==> src/rtl/decode_front_pkg.sv <==
// Shared decode-stage definitions: MIPS branch/jump opcodes and funct codes,
// pipeline bus widths and the fetch->decode payload layout.
package decode_front_pkg;

    localparam int unsigned XLEN         = 32;
    localparam int unsigned IF_ID_W      = 65;
    localparam int unsigned ID_EXE_BUS_W = 66;
    localparam int unsigned JBR_BUS_W    = 33;

    localparam logic [5:0] OP_SPECIAL = 6'b000000;
    localparam logic [5:0] OP_REGIMM  = 6'b000001;
    localparam logic [5:0] OP_J       = 6'b000010;
    localparam logic [5:0] OP_JAL     = 6'b000011;
    localparam logic [5:0] OP_BEQ     = 6'b000100;
    localparam logic [5:0] OP_BNE     = 6'b000101;
    localparam logic [5:0] OP_BLEZ    = 6'b000110;
    localparam logic [5:0] OP_BGTZ    = 6'b000111;

    localparam logic [5:0] FN_JR      = 6'b001000;
    localparam logic [5:0] FN_JALR    = 6'b001001;

    localparam logic [4:0] RT_BLTZ    = 5'b00000;
    localparam logic [4:0] RT_BGEZ    = 5'b00001;

    // Fetch-to-decode payload, MSB first.
    typedef struct packed {
        logic [XLEN-1:0] pc;
        logic [XLEN-1:0] inst;
        logic            fetch_error;
    } if_id_t;

endpackage

==> src/rtl/decode_front_branch_unit.sv <==
// Combinational branch/jump decode: classifies the instruction, evaluates the
// branch condition and computes the redirect target.
// Ports: inst, pc, rs_value, rt_value in; is_jbr, taken, target out.
module branch_unit
    import decode_front_pkg::*;
(
    input  logic [XLEN-1:0] inst,
    input  logic [XLEN-1:0] pc,
    input  logic [XLEN-1:0] rs_value,
    input  logic [XLEN-1:0] rt_value,
    output logic            is_jbr,
    output logic            taken,
    output logic [XLEN-1:0] target
);

    logic [5:0]      opcode;
    logic [4:0]      rt_field;
    logic [5:0]      funct;
    logic [XLEN-1:0] pc_plus4;
    logic [XLEN-1:0] br_target;
    logic [XLEN-1:0] j_target;
    logic            rs_zero;
    logic            rs_neg;

    assign opcode    = inst[31:26];
    assign rt_field  = inst[20:16];
    assign funct     = inst[5:0];
    assign pc_plus4  = pc + XLEN'(4);
    // Offset is word-scaled and sign-extended; the add wraps modulo 2^32.
    assign br_target = pc_plus4 + {{14{inst[15]}}, inst[15:0], 2'b00};
    assign j_target  = {pc_plus4[31:28], inst[25:0], 2'b00};
    assign rs_zero   = (rs_value == '0);
    assign rs_neg    = rs_value[XLEN-1];

    // Classification, condition and target select.
    always_comb begin
        is_jbr = 1'b0;
        taken  = 1'b0;
        target = br_target;
        unique case (opcode)
            OP_BEQ: begin
                is_jbr = 1'b1;
                taken  = (rs_value == rt_value);
            end
            OP_BNE: begin
                is_jbr = 1'b1;
                taken  = (rs_value != rt_value);
            end
            OP_BLEZ: begin
                is_jbr = 1'b1;
                taken  = rs_neg || rs_zero;
            end
            OP_BGTZ: begin
                is_jbr = 1'b1;
                taken  = !rs_neg && !rs_zero;
            end
            OP_REGIMM: begin
                if (rt_field == RT_BLTZ) begin
                    is_jbr = 1'b1;
                    taken  = rs_neg;
                end else if (rt_field == RT_BGEZ) begin
                    is_jbr = 1'b1;
                    taken  = !rs_neg;
                end
            end
            OP_J, OP_JAL: begin
                is_jbr = 1'b1;
                taken  = 1'b1;
                target = j_target;
            end
            OP_SPECIAL: begin
                if (funct == FN_JR || funct == FN_JALR) begin
                    is_jbr = 1'b1;
                    taken  = 1'b1;
                    target = rs_value;
                end
            end
            default: ;
        endcase
    end

endmodule

==> src/rtl/decode_front.sv <==
// Decode stage front end: holds one instruction from fetch, handshakes with
// fetch and execute, resolves branches/jumps and tracks the delay slot.
// Ports: clk/resetn (sync, active-low); IF_over, IF_ID_bus from fetch;
// exc_flush; EXE_allow_in; rs/rt values and hazard from the register file;
// rs_addr/rt_addr to the register file; ID_valid, ID_over, ID_allow_in,
// next_fetch handshakes; jbr_bus redirect to fetch; ID_EXE_bus to execute.
module decode_front
    import decode_front_pkg::*;
#(
    parameter int unsigned START_FLAG_W = 1,
    parameter int unsigned ID_EXE_W     = ID_EXE_BUS_W
)
(
    input  logic                 clk,
    input  logic                 resetn,
    input  logic                 IF_over,
    input  logic [IF_ID_W-1:0]   IF_ID_bus,
    input  logic                 exc_flush,
    input  logic                 EXE_allow_in,
    input  logic [XLEN-1:0]      rs_value,
    input  logic                 rs_hazard,
    input  logic [XLEN-1:0]      rt_value,
    output logic [4:0]           rs_addr,
    output logic [4:0]           rt_addr,
    output logic                 ID_valid,
    output logic                 ID_over,
    output logic                 ID_allow_in,
    output logic                 next_fetch,
    output logic [JBR_BUS_W-1:0] jbr_bus,
    output logic [ID_EXE_W-1:0]  ID_EXE_bus
);

    if_id_t                  fetch_in;
    if_id_t                  lat;
    logic                    id_valid_q;
    logic [START_FLAG_W-1:0] slot_pending;
    logic                    latch_en;
    logic                    depart;
    logic                    is_jbr;
    logic                    br_taken;
    logic [XLEN-1:0]         br_target;
    logic                    jbr_taken;
    logic                    jbr_real;

    assign fetch_in    = if_id_t'(IF_ID_bus);
    assign ID_valid    = id_valid_q;
    assign ID_over     = id_valid_q && !rs_hazard;
    assign ID_allow_in = !id_valid_q || (ID_over && EXE_allow_in);
    assign next_fetch  = exc_flush || (IF_over && ID_allow_in);
    assign latch_en    = IF_over && ID_allow_in && !exc_flush;
    assign depart      = ID_over && EXE_allow_in;

    assign rs_addr = lat.inst[25:21];
    assign rt_addr = lat.inst[20:16];

    branch_unit u_branch_unit (
        .inst     (lat.inst),
        .pc       (lat.pc),
        .rs_value (rs_value),
        .rt_value (rt_value),
        .is_jbr   (is_jbr),
        .taken    (br_taken),
        .target   (br_target)
    );

    // A faulted fetch is never a control transfer.
    assign jbr_real  = is_jbr && !lat.fetch_error;
    assign jbr_taken = id_valid_q && jbr_real && br_taken;
    assign jbr_bus   = {jbr_taken, br_target};

    assign ID_EXE_bus = ID_EXE_W'({lat.pc, lat.inst, lat.fetch_error, slot_pending});

    // Valid flag, latched instruction and delay-slot flag.
    always_ff @(posedge clk) begin
        if (!resetn) begin
            id_valid_q   <= 1'b0;
            slot_pending <= '0;
            lat          <= '0;
        end else begin
            if (exc_flush) begin
                id_valid_q <= 1'b0;
            end else if (ID_allow_in) begin
                id_valid_q <= IF_over;
            end

            if (latch_en) begin
                lat <= fetch_in;
            end

            // Each departure rewrites the flag, so a branch in a delay slot re-arms it.
            if (exc_flush) begin
                slot_pending <= '0;
            end else if (depart) begin
                slot_pending <= START_FLAG_W'(jbr_real);
            end
        end
    end

endmodule

==> config.mk <==
export PLATFORM = sky130hd
export DESIGN_NAME = decode_front
export DESIGN_NICKNAME = d
export VERILOG_FILES = /design/src/rtl/decode_front_pkg.sv /design/src/rtl/decode_front_branch_unit.sv /design/src/rtl/decode_front.sv
export SDC_FILE = /design/constraint.sdc
export NUM_CORES = 1
export LEC_CHECK = 0
export ABC_AREA = 1
export CAP_MARGIN = 20
export CORE_MARGIN = 2
export CORE_UTILIZATION = 46
export DETAILED_ROUTE_END_ITERATION = 8
export PLACE_DENSITY = 0.83
export SLEW_MARGIN = 20
export SYNTH_ARGS = -nofsm -noshare
export SYNTH_HDL_FRONTEND = slang
export SYNTH_SLANG_ARGS = --single-unit
==> constraint.sdc <==
create_clock -name clk -period 3.4 [get_ports clk]
set_input_delay 0.34 -clock clk [delete_from_list [all_inputs] [get_ports clk]]
set_output_delay 0.34 -clock clk [all_outputs]
set_load 0.1 [all_outputs]
After elaboration in Yosys (flattened, before gate mapping)
Index checks and enable logic that the tools add are counted.
{"block": "word_totals", "reg_bits": 67, "latchBits": 0, "mem_bits_rw": 0, "rom_bits": 0, "inputBits": 135, "output_inout_bits": 113, "memories": 0}
{"block": "op_classes", "n_addsub": 2, "n_mul": 0, "div": 0, "n_lt_le_gt_ge": 0, "n_eq_ne": 12, "shift": 0, "muxes": 9, "n_bitwise": 1, "n_reduce_logical": 24}
{"cell": "one-hot mux 32 bit (2 select lines)", "count": 1}
{"cell": "adder 32 x 3 -> 32 bit, second input constant", "count": 1}
{"cell": "adder 32 bit", "count": 1}
{"cell": "== test 32 bit", "count": 1}
{"cell": "zero test 32 bit", "count": 1}
{"cell": "two-way mux 32 bit", "count": 1}
{"cell": "inequality test 32 bit", "count": 1}
{"cell": "== test 6 x 3 -> 1 bit, second input constant", "count": 4}
{"cell": "== test 6 x 2 -> 1 bit, second input constant", "count": 2}
{"cell": "== test 6 x 4 -> 1 bit, second input constant", "count": 2}
{"cell": "logical AND 1 bit", "count": 8}
{"cell": "one-hot mux 1 bit (7 select lines)", "count": 1}
{"cell": "== test 6 x 1 -> 1 bit, second input constant", "count": 1}
{"cell": "zero test 1 bit", "count": 6}
{"cell": "zero test 6 bit", "count": 1}
{"cell": "OR reduction 6 bit", "count": 1}
{"cell": "== test 5 x 1 -> 1 bit, second input constant", "count": 1}
{"cell": "zero test 5 bit", "count": 1}
{"cell": "two-way mux 1 bit", "count": 5}
{"cell": "logical OR 1 bit", "count": 4}
{"cell": "OR reduction 2 bit", "count": 2}
{"cell": "one-hot mux 1 bit (3 select lines)", "count": 1}
{"cell": "NOT 1 bit", "count": 1}

Logic depth before layout (Yosys ltp)
{"block": "logic_depth", "ltp_word": 7, "mapped_depth": 22, "mapped_depth_nobuf": 22}

By module
A second synthesis with hierarchy kept.
{"block": "hier_totals", "cells_unflattened": 1412, "area_unflattened_um2": 7634.8}
{"module": "branch_unit", "n_inst": 1, "cells_each": 826, "area_each_um2": 4101.4, "seq_area_each_um2": 0.0}
{"module": "decode_front", "n_inst": 1, "cells_each": 586, "area_each_um2": 3533.4, "seq_area_each_um2": 1341.3}

Worst setup path after synthesis
OpenSTA, ideal clock, no wires.
{"block": "synth_timing", "path_type": "flip-flop to output port", "from": "register lat (netlist bit ID_EXE_bus[37])", "to": "output jbr_bus[26]", "arrival_time_ps": 4597, "t_required_ps": 3060, "setup_slack_ps": -1537, "stages_incl_launch_ff": 19, "n_path_buf": 0, "cell_sequence": "dfxtp_1 ha_1 nand2_1 nor2_2 nand2_2 nor2_4 nand2_4 nor2_4 nand2_1 xor2_1 inv_1 ha_1 nand2_1 nor2_1 and2_1 nand3_1 nand3_1 nor2_1 o21bai_1"}
{"block": "synth_via", "elab_chain_cells": 4}
{"element": "from (decl)", "line_no": "decode_front.sv:34", "source": "if_id_t lat;"}
{"element": "from (signal assigned)", "line_no": "decode_front.sv:87", "source": "lat <= fetch_in;"}
{"element": "adder 32 x 3 -> 32 bit *", "line_no": "decode_front_branch_unit.sv:28", "source": "assign pc_plus4 = pc + XLEN'(4);"}
{"element": "adder 32 bit *", "line_no": "decode_front_branch_unit.sv:30", "source": "assign br_target = pc_plus4 + {{14{inst[15]}}, inst[15:0], 2'b00};"}
{"element": "two-way mux 32 bit", "line_no": "decode_front_branch_unit.sv:72", "source": "if (funct == FN_JR || funct == FN_JALR) begin"}
{"element": "one-hot mux 32 bit (2 select lines) *", "line_no": "decode_front_branch_unit.sv:40", "source": "unique case (opcode)"}
{"element": "to (decl)", "line_no": "decode_front.sv:29", "source": "output logic [JBR_BUS_W-1:0] jbr_bus,"}
Every way passes the cells marked *; elsewhere a longest branch is shown, timed or not.

Worst setup path after layout
{"block": "layout_timing", "from": "register lat (netlist bit ID_EXE_bus[43])", "to": "output jbr_bus[31]"}
{"block": "layout_via", "elab_chain_cells": 4}
{"element": "adder 32 x 3 -> 32 bit *", "line_no": "decode_front_branch_unit.sv:28"}
{"element": "adder 32 bit", "line_no": "decode_front_branch_unit.sv:30"}
{"element": "two-way mux 32 bit", "line_no": "decode_front_branch_unit.sv:72"}
{"element": "one-hot mux 32 bit (2 select lines) *", "line_no": "decode_front_branch_unit.sv:40"}
Marks and branches as above.

==> results by group <==
STA
  – Tightest Pin Transition: 1.08 ns
  – Setup ws final: -0.152 ns
  – Setup TNS: -1.20 ns
  – Final hold violation count: 0
  – Slew Limit Headroom: between 20 and 30%
  – Max-slew violation count: 0
  – Period utilization: 104%
  – Min Tclk post-route: about 3.6 ns
  – RSZ-0062 raised after global routing: yes
  – Final setup viols: 15
  – Clk_skew: approximately 0.0047 ns
  – Fmax: about 0.28 GHz

Drt
  – Detailed Route WL: around 26 mm
  – DRT iter0 DRCs: slightly below 600
  – WL/cell: about 17 um
  – DRC Markers: 0
  – Via count: 8205
  – Routed via count divided by cell count: 5.29
  – Drt first pass iters: 5
  – DRT antenna net count: 0

Setup path
  – Slowest cell on the critical path: dfxtp_4
  – CP cell instances: nand2_2 -> nor3_4 -> nand2_4 -> nor2_4 -> buf_4 -> nand3_1 -> nand2_1 -> inv_1 -> ha_4 -> nand2_4 -> nor3_4 -> buf_4 -> a21oi_2 -> buf_4 -> nand3_1 -> nand2_1 -> nand2_1 -> nand2_2 -> nand2_4 -> buf_12
  – Cell family with most CP delay: simple AND/OR/NAND/NOR gates
  – Worst Setup Path Type: flop to primary output
  – CP startpoint: ID_EXE_bus[43]
  – CP Buf/Inv Count: 5
  – Critical Path Source Type: flop
  – Kind of end point of the critical path: primary output
  – Worst EP arrival: about 3.2 ns
  – CP required: ~3.1 ns
  – Worst stage delay on the critical path: 0.38 ns
  – Crit Path Max Fanout: 5
  – Reg2reg start: ID_valid

Clock network
  – CTS tree: done
  – TritonCTS buffer count: 9
  – Clock latency on the worst-skew pair: 0.34 ns
  – CTS Buffer Depth: 2
  – Clock root buffer master: clkbuf_16
  – # clock sinks: 67
  – H-Tree Depth: 3
  – Clk slew on worst S/H paths: about 0.060 ns
  – Hold_buf cts: 0

Logic synthesis
  – Mapped Area: approximately 6600 um2
  – Async SR Flop Fraction: 0%
  – Number of synthesized flops with an enable pin: 0
  – Area share of the largest cell type after synthesis: between 20% and 30%
  – Yosys cell types: 41
  – Most common flop cell mapped by yosys: dfxtp_1
  – Mapped Nets: around 1.3k
  – Post-synth top cells: 299 x nand2_1, 180 x inv_1, 96 x a21oi_1
  – Top cells by area, synth: dfxtp_1 20%, nand2_1 17%, inv_1 10%, a21oi_1 7.3%, ha_1 5.9%
  – Yosys warnings: 0
  – Synth Register Bits: between 60 and 70
  – Area leader, netlist: dfxtp_1
  – Syn avg cell area: just under 6 um2
  – Most common cell in the netlist: nand2_1
  – Cells after Synth: approximately 1.1k
  – Post-synthesis sequential area ratio: about a fifth

Worst hold path
  – Tightest Hold Check Type: flop to flop
  – Hold path start: ID_EXE_bus[54]

Global routing
  – GR Overflow Total: 0
  – Total track usage: 32.9%
  – Busiest layer in global routing: met2
  – First-pass GRT wire length: ~38 mm
  – Met3 Use GR: roughly 6.1%
  – Initial antenna violation count: 0
  – Largest net degree at the start of global routing: 77
  – Via count of the first global-routing pass: ~7.4k
  – Grt met2 use: approximately 57%
  – GRT met1 Usage: between 40 and 50%

Placement
  – Port bufs: 247
  – Dpl hpwl: between 20 and 25 mm
  – Placer congestion estimate: approximately 0.96

Floorplan
  – Die height: ~120 um
  – IO Count: between 200 and 250
  – Starting Density: between 40% and 50%
  – # rows: between 40 and 50
  – Die area: around 15000 um2
  – Core ar.: ~14000 um2
  – Die X: about 120 um

Power
  – Pleak: around 4.8 nW
  – PD cells: roughly 400 nW/um2
  – Worst ir drop on vdd: 429 uV
  – Final Power: between 4 and 5 mW

Layout
  – Share of cells above drive strength 1: a little under a quarter
  – Number of antenna diodes: 0
  – Area grow syn2layout: 64.2%
  – Fin nets: roughly 1.5k

Outcome
  – Violated checks: setup timing
  – Status: finished with violations

Run
  – MaxCap Viol Count: 0
-- power breakdown --
group / switching (mW) / internal, mW / total [mW]
Combinational: 1.64 / 0.764 / 2.40
Sequential: 0.0740 / 0.841 / 0.915
Clock: 0.408 / 0.580 / 0.988
Total: 2.12 / 2.19 / 4.31
-- flip-flops by register name, indices dropped and copies added (netlist names) --
signal	count
slot_pending	1
ID_valid	1
ID_EXE_bus	65
-- layer usage --
layer	up-vias	share of wire, %	wire [um]
met2	341	49	12900
met3	60	6.4	1700
met4	0	3.0	794
met5	-	0	0
met1	3765	42	11000
li1	4039	-	-
-- cell families after synthesis --
| kind of cell | count (synthesis) | share of synthesized area, % |
|---|---|---|
| AO/OA/AOI/OAI | 205 | 16.9 |
| XOR/XNOR | 54 | 7.22 |
| adder cells (fa/ha/maj) | 32 | 6.23 |
| buffers and inverters | 224 | 14.0 |
| flip-flops | 67 | 20.5 |
| AND/OR/NAND/NOR | 524 | 35.2 |
-- final timing paths --
kind / cells after the start / endpoint / slack [ns]
max: 20 / jbr_bus[31] / -0.15
max reg2reg: 5 / ID_EXE_bus[45] / 1.39
min: 2 / ID_EXE_bus[54] / 0.49
min reg2reg: 2 / ID_EXE_bus[54] / 0.49
-- placed cells by master (no fill, tap or decap), types with 35 or more instances in the layout --
cell / instances
inv_1: 172
nand3_1: 44
o21ai_0: 72
nor2_1: 70
nand2_2: 43
nand2_1: 250
a21oi_1: 78
dfxtp_1: 35
buf_4: 48
clkdlybuf4s50_1: 209
-- worst reg2reg max path, delay by kind of cell (launching register included) --
kind	cells	cell delay [ns]
AND/OR/NAND/NOR	1	0.63
AO/OA/AOI/OAI	3	0.44
buffers and inverters	1	0.49
flip-flops	1	0.35
-- per-stage QoR --
stage	worst slack (ns)	instance area, um2	utilization (%)	instances	hold slack, ns
floorplan	-0.302	6810	-	1106	0.506
global placement	0.0764	9650	69.5	1510	0.467
detailed placement	0.0352	9650	69.5	1510	0.472
CTS	-0.0982	10300	74.3	1536	0.484
global route	-0.339	10800	77.5	1550	0.511
finish	-0.152	10800	77.5	1550	0.485
-- area by class of cell --
type / instances / area (um2)
repair buffers: 287 / 3030
inverters: 185 / 697
well taps: 180 / 225
clock buffers: 9 / 225
fillers: 1083 / 3120
clock inverters: 7 / 82.6
multi-input cells: 815 / 5080
flip-flops and latches: 67 / 1420
-- timing repair --
action,4_1_cts,5_1_grt
setup endpoints to repair,16,23
gates resized for setup,66,84
cloned,0,0
setup buffers,10,14
pin swaps,36,41
No activity file was read; power rests on OpenSTA's default activity.
